[config.mk]
export PLATFORM = sky130hd
export DESIGN_NAME = cla_multiword_add_ctrl
export DESIGN_NICKNAME = d
export VERILOG_FILES = /design/src/rtl/cla_pkg.sv /design/src/rtl/cla_slice_adder.sv /design/src/rtl/cla_multiword_add_ctrl.sv
export SDC_FILE = /design/constraint.sdc
export NUM_CORES = 1
export LEC_CHECK = 0
export CORE_AREA = 3 3 153 155
export CTS_CLUSTER_DIAMETER = 200
export CTS_CLUSTER_SIZE = 20
export DETAILED_ROUTE_END_ITERATION = 8
export DIE_AREA = 0 0 156 158
export PLACE_DENSITY = 0.66
export REMOVE_ABC_BUFFERS = 1
export SYNTH_ARGS = -nofsm -noshare
export SYNTH_HDL_FRONTEND = slang
export SYNTH_SLANG_ARGS = --single-unit
export TNS_END_PERCENT = 50
[constraint.sdc]
create_clock -name clk -period 9.05 [get_ports clk]
set_input_delay 2.2625 -clock clk [delete_from_list [all_inputs] [get_ports clk]]
set_output_delay 2.2625 -clock clk [all_outputs]
set_load 0.005 [all_outputs]
[src/rtl/cla_pkg.sv]
// Shared types and constants for the cla_family multi-word adder controller.
// The optional subtract mode is enabled with CLA_CTRL_SUBTRACT_EN.
package cla_pkg;

   typedef enum logic [1:0] {
      IDLE = 2'd0,
      RUN  = 2'd1,
      DONE = 2'd2
   } cla_state_t;

   localparam int DEF_WIDTH = 64;
   localparam int DEF_SLICE = 16;

   // Ceiling log2, used to size the slice index counter.
   function automatic int clog2(input int value);
      int result;
      result = 0;
      while ((1 << result) < value) begin
         result = result + 1;
      end
      return result;
   endfunction

endpackage

[src/rtl/cla_slice_adder.sv]
// Combinational SLICE-bit carry-lookahead adder: 4-bit lookahead groups whose
// group generate/propagate terms feed a second lookahead level.
module cla_slice_adder #(
   parameter int SLICE = 16
) (
   input  logic [SLICE-1:0] a,
   input  logic [SLICE-1:0] b,
   input  logic             ci,
   output logic [SLICE-1:0] s,
   output logic             co
);

   localparam int NG = SLICE / 4;

   logic [SLICE-1:0] g;
   logic [SLICE-1:0] p;
   logic [SLICE-1:0] c;
   logic [NG-1:0]    gg;
   logic [NG-1:0]    gp;
   logic [NG:0]      gc;

   assign g = a & b;
   assign p = a ^ b;

   // Group terms first, then group carries, then the bit carries inside each group.
   always_comb begin
      gg = '0;
      gp = '0;
      gc = '0;
      c  = '0;
      for (int k = 0; k < NG; k++) begin
         gg[k] = g[4*k+3]
               | (p[4*k+3] & g[4*k+2])
               | (p[4*k+3] & p[4*k+2] & g[4*k+1])
               | (p[4*k+3] & p[4*k+2] & p[4*k+1] & g[4*k]);
         gp[k] = p[4*k+3] & p[4*k+2] & p[4*k+1] & p[4*k];
      end
      gc[0] = ci;
      for (int k = 0; k < NG; k++) begin
         gc[k+1] = gg[k] | (gp[k] & gc[k]);
      end
      for (int k = 0; k < NG; k++) begin
         c[4*k]   = gc[k];
         c[4*k+1] = g[4*k] | (p[4*k] & gc[k]);
         c[4*k+2] = g[4*k+1]
                  | (p[4*k+1] & g[4*k])
                  | (p[4*k+1] & p[4*k] & gc[k]);
         c[4*k+3] = g[4*k+2]
                  | (p[4*k+2] & g[4*k+1])
                  | (p[4*k+2] & p[4*k+1] & g[4*k])
                  | (p[4*k+2] & p[4*k+1] & p[4*k] & gc[k]);
      end
   end

   assign s  = p ^ c;
   assign co = gc[NG];

endmodule

[src/rtl/cla_multiword_add_ctrl.sv]
// Adds WIDTH-bit operands by stepping one SLICE-bit CLA over WIDTH/SLICE cycles.
// Defining CLA_CTRL_SUBTRACT_EN adds a 'sub' input selecting a-b.
module cla_multiword_add_ctrl
   import cla_pkg::*;
#(
   parameter int WIDTH = DEF_WIDTH,
   parameter int SLICE = DEF_SLICE
) (
   input  logic             clk,
   input  logic             rst,
   input  logic             in_valid,
   output logic             in_ready,
   input  logic [WIDTH-1:0] a,
   input  logic [WIDTH-1:0] b,
   input  logic             cin,
`ifdef CLA_CTRL_SUBTRACT_EN
   input  logic             sub,
`endif
   output logic             res_valid,
   input  logic             res_ready,
   output logic [WIDTH-1:0] sum,
   output logic             cout,
   output logic             ovf
);

   localparam int NSLICE = WIDTH / SLICE;
   localparam int IDXW   = (clog2(NSLICE) > 1) ? clog2(NSLICE) : 1;

   cla_state_t       state_q;
   cla_state_t       state_d;
   logic [WIDTH-1:0] a_r;
   logic [WIDTH-1:0] b_r;
   logic             carry_r;
   logic [IDXW-1:0]  idx;
   logic [WIDTH-1:0] b_eff;
   logic             cin_eff;
   logic [SLICE-1:0] slice_a;
   logic [SLICE-1:0] slice_b;
   logic [SLICE-1:0] slice_s;
   logic             slice_co;
   logic             last_slice;
   logic             accept;

   // Subtraction is a + ~b + 1, so the stored operand is already inverted.
`ifdef CLA_CTRL_SUBTRACT_EN
   assign b_eff   = sub ? ~b : b;
   assign cin_eff = sub ? 1'b1 : cin;
`else
   assign b_eff   = b;
   assign cin_eff = cin;
`endif

   assign slice_a    = a_r[int'(idx)*SLICE +: SLICE];
   assign slice_b    = b_r[int'(idx)*SLICE +: SLICE];
   assign last_slice = (idx == IDXW'(NSLICE - 1));
   assign accept     = in_valid && in_ready;

   cla_slice_adder #(
      .SLICE (SLICE)
   ) u_slice (
      .a  (slice_a),
      .b  (slice_b),
      .ci (carry_r),
      .s  (slice_s),
      .co (slice_co)
   );

   always_ff @(posedge clk or posedge rst) begin
      if (rst) begin
         state_q <= IDLE;
      end else begin
         state_q <= state_d;
      end
   end

   always_comb begin
      state_d   = state_q;
      in_ready  = 1'b0;
      res_valid = 1'b0;
      case (state_q)
         IDLE: begin
            in_ready = 1'b1;
            if (in_valid) begin
               state_d = RUN;
            end
         end
         RUN: begin
            if (last_slice) begin
               state_d = DONE;
            end
         end
         DONE: begin
            res_valid = 1'b1;
            if (res_ready) begin
               state_d = IDLE;
            end
         end
         default: state_d = IDLE;
      endcase
   end

   // Operand capture, per-slice accumulation and final flag capture.
   always_ff @(posedge clk or posedge rst) begin
      if (rst) begin
         a_r     <= '0;
         b_r     <= '0;
         carry_r <= 1'b0;
         idx     <= '0;
         sum     <= '0;
         cout    <= 1'b0;
         ovf     <= 1'b0;
      end else if (accept) begin
         a_r     <= a;
         b_r     <= b_eff;
         carry_r <= cin_eff;
         idx     <= '0;
      end else if (state_q == RUN) begin
         sum[int'(idx)*SLICE +: SLICE] <= slice_s;
         carry_r <= slice_co;
         if (last_slice) begin
            idx  <= '0;
            cout <= slice_co;
            ovf  <= (a_r[WIDTH-1] == b_r[WIDTH-1]) && (slice_s[SLICE-1] != a_r[WIDTH-1]);
         end else begin
            idx <= idx + 1'b1;
         end
      end
   end

endmodule

==> qor.yml, run 1 <==
status: "finished, final reports clean"
regArea_um2: 4980
syn_inst: 615
maxSlewViolCount: 0
power_mw: 4.95
synth_top_family_by_area: "multiplexers"
hold_buffers: 0
cts_buffer_depth: 2
ctsRootBufferMaster: "clkbuf_16"
synth_warnings: 0
synth_compound_area_share_pct: 8.85
rsz0062_at_grt: "false"
drive_gt1_share_pct: 25.5
yosys-top-cells-area: "dfrtp_1, mux2_2, mux4_2"
critical_path_buf_inv_count: 2
end_kind: "register"
cts_tree: "yes"
dp_hpwl_mm: 16.2
die-area_um2: 24600
r2r_start: "idx[0]"
skew_ns: 0.0107
synth_area_per_cell_um2: 14.4
finalSetupViolCount: 0
regToRegEndpoint: "sum[57]"
numCtsBuffers: 17
cpPeakStageDelay_ns: 0.83
rows: 54
max_cap_violations: 0
grt_first_pass_wirelength_mm: 34.9
hold_end: "sum[1]"
yosysTopAreaCellShare_pct: 56.3
die_w_um: 156
maxSlewHeadroom_pct: 32.2
yosys.area_share.simple_pct: 3.90
crit_slowest_cell: "buf_4"
drc_errors: 0
synthAdderAreaFrac_pct: 4.01
die_h_um: 158
ys_seq_area_share_pct: 56.3
antenna_left: 0
antenna_found_initial: 0
coreArea_um2: 22000
path_cells: "clkdlybuf4s50_1 > and2_4 > buf_4 > mux2_2"
io_pins: 201
ctsResizeCount: 0
design_area_um2: 11700
drtIter0Drc: 268
cts_max_level: 4
clk_latency_ns: 0.43
start_kind: "primary input"
multiInputGateArea_um2: 3730
required_ns: 9.36
clk_pin_slew_ns: 0.07
vias: 5861
critical_path.max_fanout: 77
wirelength_mm: 22.3
finalWeightedCongestion: 0.842
synth_cell_types: 44
viasPerCell: 5.32
n_antenna_cell: 0
max_freq_mhz: 228
portBuffers: 200
p_leak_nw: 4.85
wl_per_cell_um: 20.2
synthXorXnorAreaFrac_pct: 0.890
grt_max_degree: 125
synthMuxAreaShare_pct: 24.4
arrival_ns: 4.70
critPathKind: "in -> reg"
start_util_pct: 40.3
power_density_nw_per_um2: 422
ys_seq_elements: 199
hp-start: "sum[1]"
hold_viol_final: 0
reg2reg_depth: 10
post-cts-setup-buffer-count: 0
n_fill_cell: 1805
yosysTopAreaCell: "dfrtp_1"
fin_crit_ns: 4.39
tightest_slew_ns: 1.01
syn_area_um2: 8850
fin_crit_sh_pct: 48.6
peakVddDrop_uv: 228
clock_sinks: 199
min_path_cells: 2
placedInstanceArea_um2: 11100
hp-class: "reg -> reg"
r2r_slack_ns: 4.89
nets: 968
track_usage_pct: 18.4
grt-ovfl-total: 0
syn_to_final_growth_pct: 32.6
grt_pass1_vias: 6263
tns_ns: 0
firstDrtPassIters: 4
cp_top_family: "buffers and inverters"
==> cell usage after synthesis, drive strengths merged <==
library cell	instances
a2111oi	1
a211o	1
a211oi	3
a21o	3
a21oi	12
a22o	37
a311oi	1
a31oi	1
a32o	4
a41oi	1
and2	2
and2b	1
and4	1
buf	3
clkbuf	27
dfrtp	199
fa	4
ha	22
inv	9
mux2	128
mux4	32
nand2	41
nand2b	4
nand3	2
nand4	3
nor2	13
nor2b	2
nor3	4
o21a	3
o21ai	31
o21bai	2
o221ai	1
o311a	1
o31ai	4
or3	2
or4	1
xnor2	7
xor2	2
==> sequential cells by signal (all words and copies together), names as in the netlist <==
| name | cells |
|---|---|
| carry_r | 1 |
| cout | 1 |
| b_r | 64 |
| state_q | 2 |
| sum | 64 |
| idx | 2 |
| ovf | 1 |
| a_r | 64 |
==> power by group <==
| group | total (mW) | internal, mW | switching [mW] | leakage (nW) |
|---|---|---|---|---|
| Clock | 0.767 | 0.415 | 0.353 | 0.277 |
| Sequential | 1.48 | 1.28 | 0.200 | 2.47 |
| Combinational | 2.70 | 1.27 | 1.43 | 2.11 |
| Total | 4.95 | 2.97 | 1.98 | 4.85 |
==> worst reg2reg max path: cells and delay by family (launching register included) <==
family          cells  cell delay (ns)
compound gates      3             0.99
xor+xnor            1             0.40
fa+ha+maj           2             0.73
buf+inv             2             0.75
flops               1             0.34
mux                 1             0.68
simple gates        1             0.15
==> kinds of logic after synthesis <==
logic type      count (synthesis)
flops                         199
mux                           160
compound gates                106
simple gates                   76
buf+inv                        39
fa+ha+maj                      26
xor+xnor                        9
==> cell usage in the layout, fill, tap and decap left out, types with 3 or more instances in the layout <==
master	count
buf_4	5
inv_8	3
xnor2_1	7
mux4_2	32
a22o_1	37
dfrtp_1	197
mux2_2	128
a21oi_1	12
o31ai_1	4
ha_1	22
o21ai_0	29
nor3_1	4
clkinvlp_4	5
inv_6	4
nand2b_1	4
clkbuf_16	17
a32o_1	4
nand2_1	41
clkdlybuf4s50_1	200
inv_1	8
a211oi_1	3
fa_1	4
nor2_1	13
nand4_1	3
==> through the flow <==
stage / utilization, % / hold slack (ns) / std cells / worst slack [ns]
final: 53.4 / 0.490 / 1102 / 4.66
after global placement: 50.7 / 0.468 / 1070 / 4.31
after detailed placement: 50.7 / 0.478 / 1070 / 4.21
after floorplan: - / 0.473 / 585 / 1.36
after global routing: 53.4 / 0.517 / 1102 / 4.53
after CTS: 53.4 / 0.494 / 1102 / 4.68
==> layout make-up <==
type	count	share of cell area, %
flip-flops and latches	199	42.5
multi-input cells	377	31.8
repair buffers	205	17.4
clock buffers	17	3.63
well taps	280	2.99
clock inverters	15	1.44
inverters	9	0.352
==> per-layer routing <==
layer | vias up | part of all wire, % | GRT usage (%)
li1 | 2669 | - | -
met1 | 3003 | 42 | 24.8
met2 | 166 | 51 | 31.1
met3 | 23 | 4.4 | 2.38
met4 | 0 | 1.9 | 6.27
met5 | - | 0 | 0
==> how the worst max path moves through the flow <==
stage	from	slack, ns	end	cells after the start
finish	in_valid	4.66	b_r[44]	4
detailed placement	in_valid	4.21	a_r[27]	4
global route	in_valid	4.53	a_r[27]	4
global placement	in_valid	4.31	b_r[63]	4
CTS	in_valid	4.68	a_r[27]	4
floorplan	rst	1.36	a_r[0]	1
No activity file was read; power rests on OpenSTA's default activity.
==> run 2, diff against run 1 <==
--- a/config.mk
+++ b/config.mk
@@ -10,7 +10,7 @@
 export CTS_CLUSTER_SIZE = 20
 export DETAILED_ROUTE_END_ITERATION = 8
 export DIE_AREA = 0 0 156 158
-export PLACE_DENSITY = 0.66
+export PLACE_DENSITY = 0.69
 export REMOVE_ABC_BUFFERS = 1
 export SYNTH_ARGS = -nofsm -noshare
 export SYNTH_HDL_FRONTEND = slang
==> constraint.sdc (replaced) <==
create_clock -name clk -period 3.6 [get_ports clk]
set_input_delay 0.9 -clock clk [delete_from_list [all_inputs] [get_ports clk]]
set_output_delay 0.9 -clock clk [all_outputs]
set_load 0.005 [all_outputs]
==> qor.yml, run 2 (synthesized netlist as in run 1, its figures left out) <==
status: "finished, final reports clean"
design_area_um2: 12000
grt_max_degree: 104
syn_to_final_growth_pct: 35.1
critical_path_buf_inv_count: 2
end_kind: "register"
grt_pass1_vias: 6123
max_freq_mhz: 293
portBuffers: 200
finalWorstSetupSlack_ns: 0.191
path_cells: "buf_4 > mux4_2 > ha_1 > and4_4 > and2b_4 > a311oi_4 > buf_4 > a2111oi_2 > or4_1 > a41oi_1"
vias: 5895
hp-class: "reg -> reg"
critical_path.max_fanout: 6
clk_pin_slew_ns: 0.07
critPathKind: "reg -> reg"
viasPerCell: 5.25
hold_buffers: 0
hold_viol_final: 0
cp_top_family: "simple AND/OR/NAND/NOR gates"
peakVddDrop_uv: 539
drive_gt1_share_pct: 27.2
clk_latency_ns: 0.43
drtIter0Drc: 300
io_pins: 201
maxSlewHeadroom_pct: 41.3
die-area_um2: 24600
grt_first_pass_wirelength_mm: 34.7
coreArea_um2: 22000
dp_hpwl_mm: 16.8
antenna_found_initial: 0
skew_ns: 0.0108
cts_max_level: 4
power_density_nw_per_um2: 1060
cts_buffer_depth: 2
grt-ovfl-total: 0
cts_tree: "yes"
r2r_start: "idx[0]"
antenna_left: 0
post-place-cells: 1089
finalSetupViolCount: 0
worst_path_most_repeated_cell: "buf_4"
drc_errors: 0
rsz0062_at_grt: "false"
final_common_cell: "clkdlybuf4s50_1"
wl_per_cell_um: 20.0
crit_slowest_cell: "or4_1"
p_leak_nw: 4.98
hp-start: "sum[49]"
final_util_pct: 54.5
arrival_ns: 3.75
clock_sinks: 199
max_cap_violations: 0
finalWeightedCongestion: 0.884
whs_ns: 0.491
wirelength_mm: 22.4
track_usage_pct: 18.5
maxSlewViolCount: 0
placedInstanceArea_um2: 11400
cpPeakStageDelay_ns: 0.53
nets: 989
critPathLaunch: "idx[0]"
required_ns: 3.94
post-cts-setup-buffer-count: 0
start_util_pct: 40.3
die_w_um: 156
fin_crit_sh_pct: 94.7
stdcell_count: 1122
tightest_slew_ns: 0.877
ctsResizeCount: 0
fin_crit_ns: 3.41
rows: 54
numCtsBuffers: 17
firstDrtPassIters: 4
n_fill_cell: 1829
start_kind: "register"
layout_common_cells: "clkdlybuf4s50_1, dfrtp_1, mux2_2"
n_antenna_cell: 0
die_h_um: 158
largestRegisters: "a_r (64), b_r (64), sum (64)"
ctsRootBufferMaster: "clkbuf_16"
post-place-ws_ns: 0.0944
-- run 2: cell types whose count changed in the layout (fill, tap and decap cells not counted), sizes merged --
| cell | previous run | this run |
|---|---|---|
| buf | 5 | 26 |
| clkinv | 2 | 3 |
| clkinvlp | 5 | 3 |
| inv | 15 | 14 |
| clkbuf | 17 | 18 |
-- run 2: worst paths after layout --
| check | to | slack (ns) | cells past startpoint |
|---|---|---|---|
| setup / recovery | ovf | 0.19 | 10 |
| hold / removal | sum[49] | 0.49 | 2 |
| setup reg to reg | ovf | 0.19 | 10 |
| hold reg to reg | sum[49] | 0.49 | 2 |
| max in group asynchronous | sum[43] | 1.87 | 3 |
| min in group asynchronous | a_r[49] | 0.96 | 2 |
-- run 2: layer usage --
layer | wire length, µm | share of wire [%] | GRT usage, % | up-vias
met5 | 0 | 0 | 0 | -
met4 | 492 | 2.2 | 6.22 | 0
met3 | 1000 | 4.5 | 3.01 | 23
met2 | 11300 | 50 | 31.1 | 156
met1 | 9620 | 43 | 24.6 | 3000
li1 | - | - | - | 2716
-- run 2: cell type report --
class	count	area, µm²	share of cell area (%)
repair buffers	226	2280	19.1
multi-input cells	377	3730	31.2
inverters	9	41.3	0.345
well taps	280	350	2.93
clock inverters	13	148	1.23
clock buffers	18	429	3.59
flip-flops and latches	199	4980	41.6
-- run 2: where the power goes --
part | switching (mW) | internal, mW | leakage (nW) | total, mW
Clock | 0.867 | 1.03 | 0.275 | 1.90
Combinational | 3.57 | 3.45 | 2.24 | 7.02
Sequential | 0.587 | 3.22 | 2.47 | 3.81
-- run 2: through the flow --
| stage | power (mW) | TNS, ns |
|---|---|---|
| 6_report | 12.7 | 0 |
| 5_1_grt | 13.7 | 0 |
| 4_1_cts | 12.8 | 0 |
| 3_5_place_dp | 10.8 | 0 |
| 3_3_place_gp | 10.7 | 0 |
| 2_1_floorplan | 8.44 | -683.23 |
-- run 2: worst reg2reg max path, delay by kind of cell (launching register included) --
kind,cells,cell delay (ns)
multiplexers,1,0.52
flip-flops,1,0.47
AND/OR/NAND/NOR,3,0.92
buffers and inverters,2,0.42
adder cells (fa/ha/maj),1,0.39
AO/OA/AOI/OAI,3,0.60
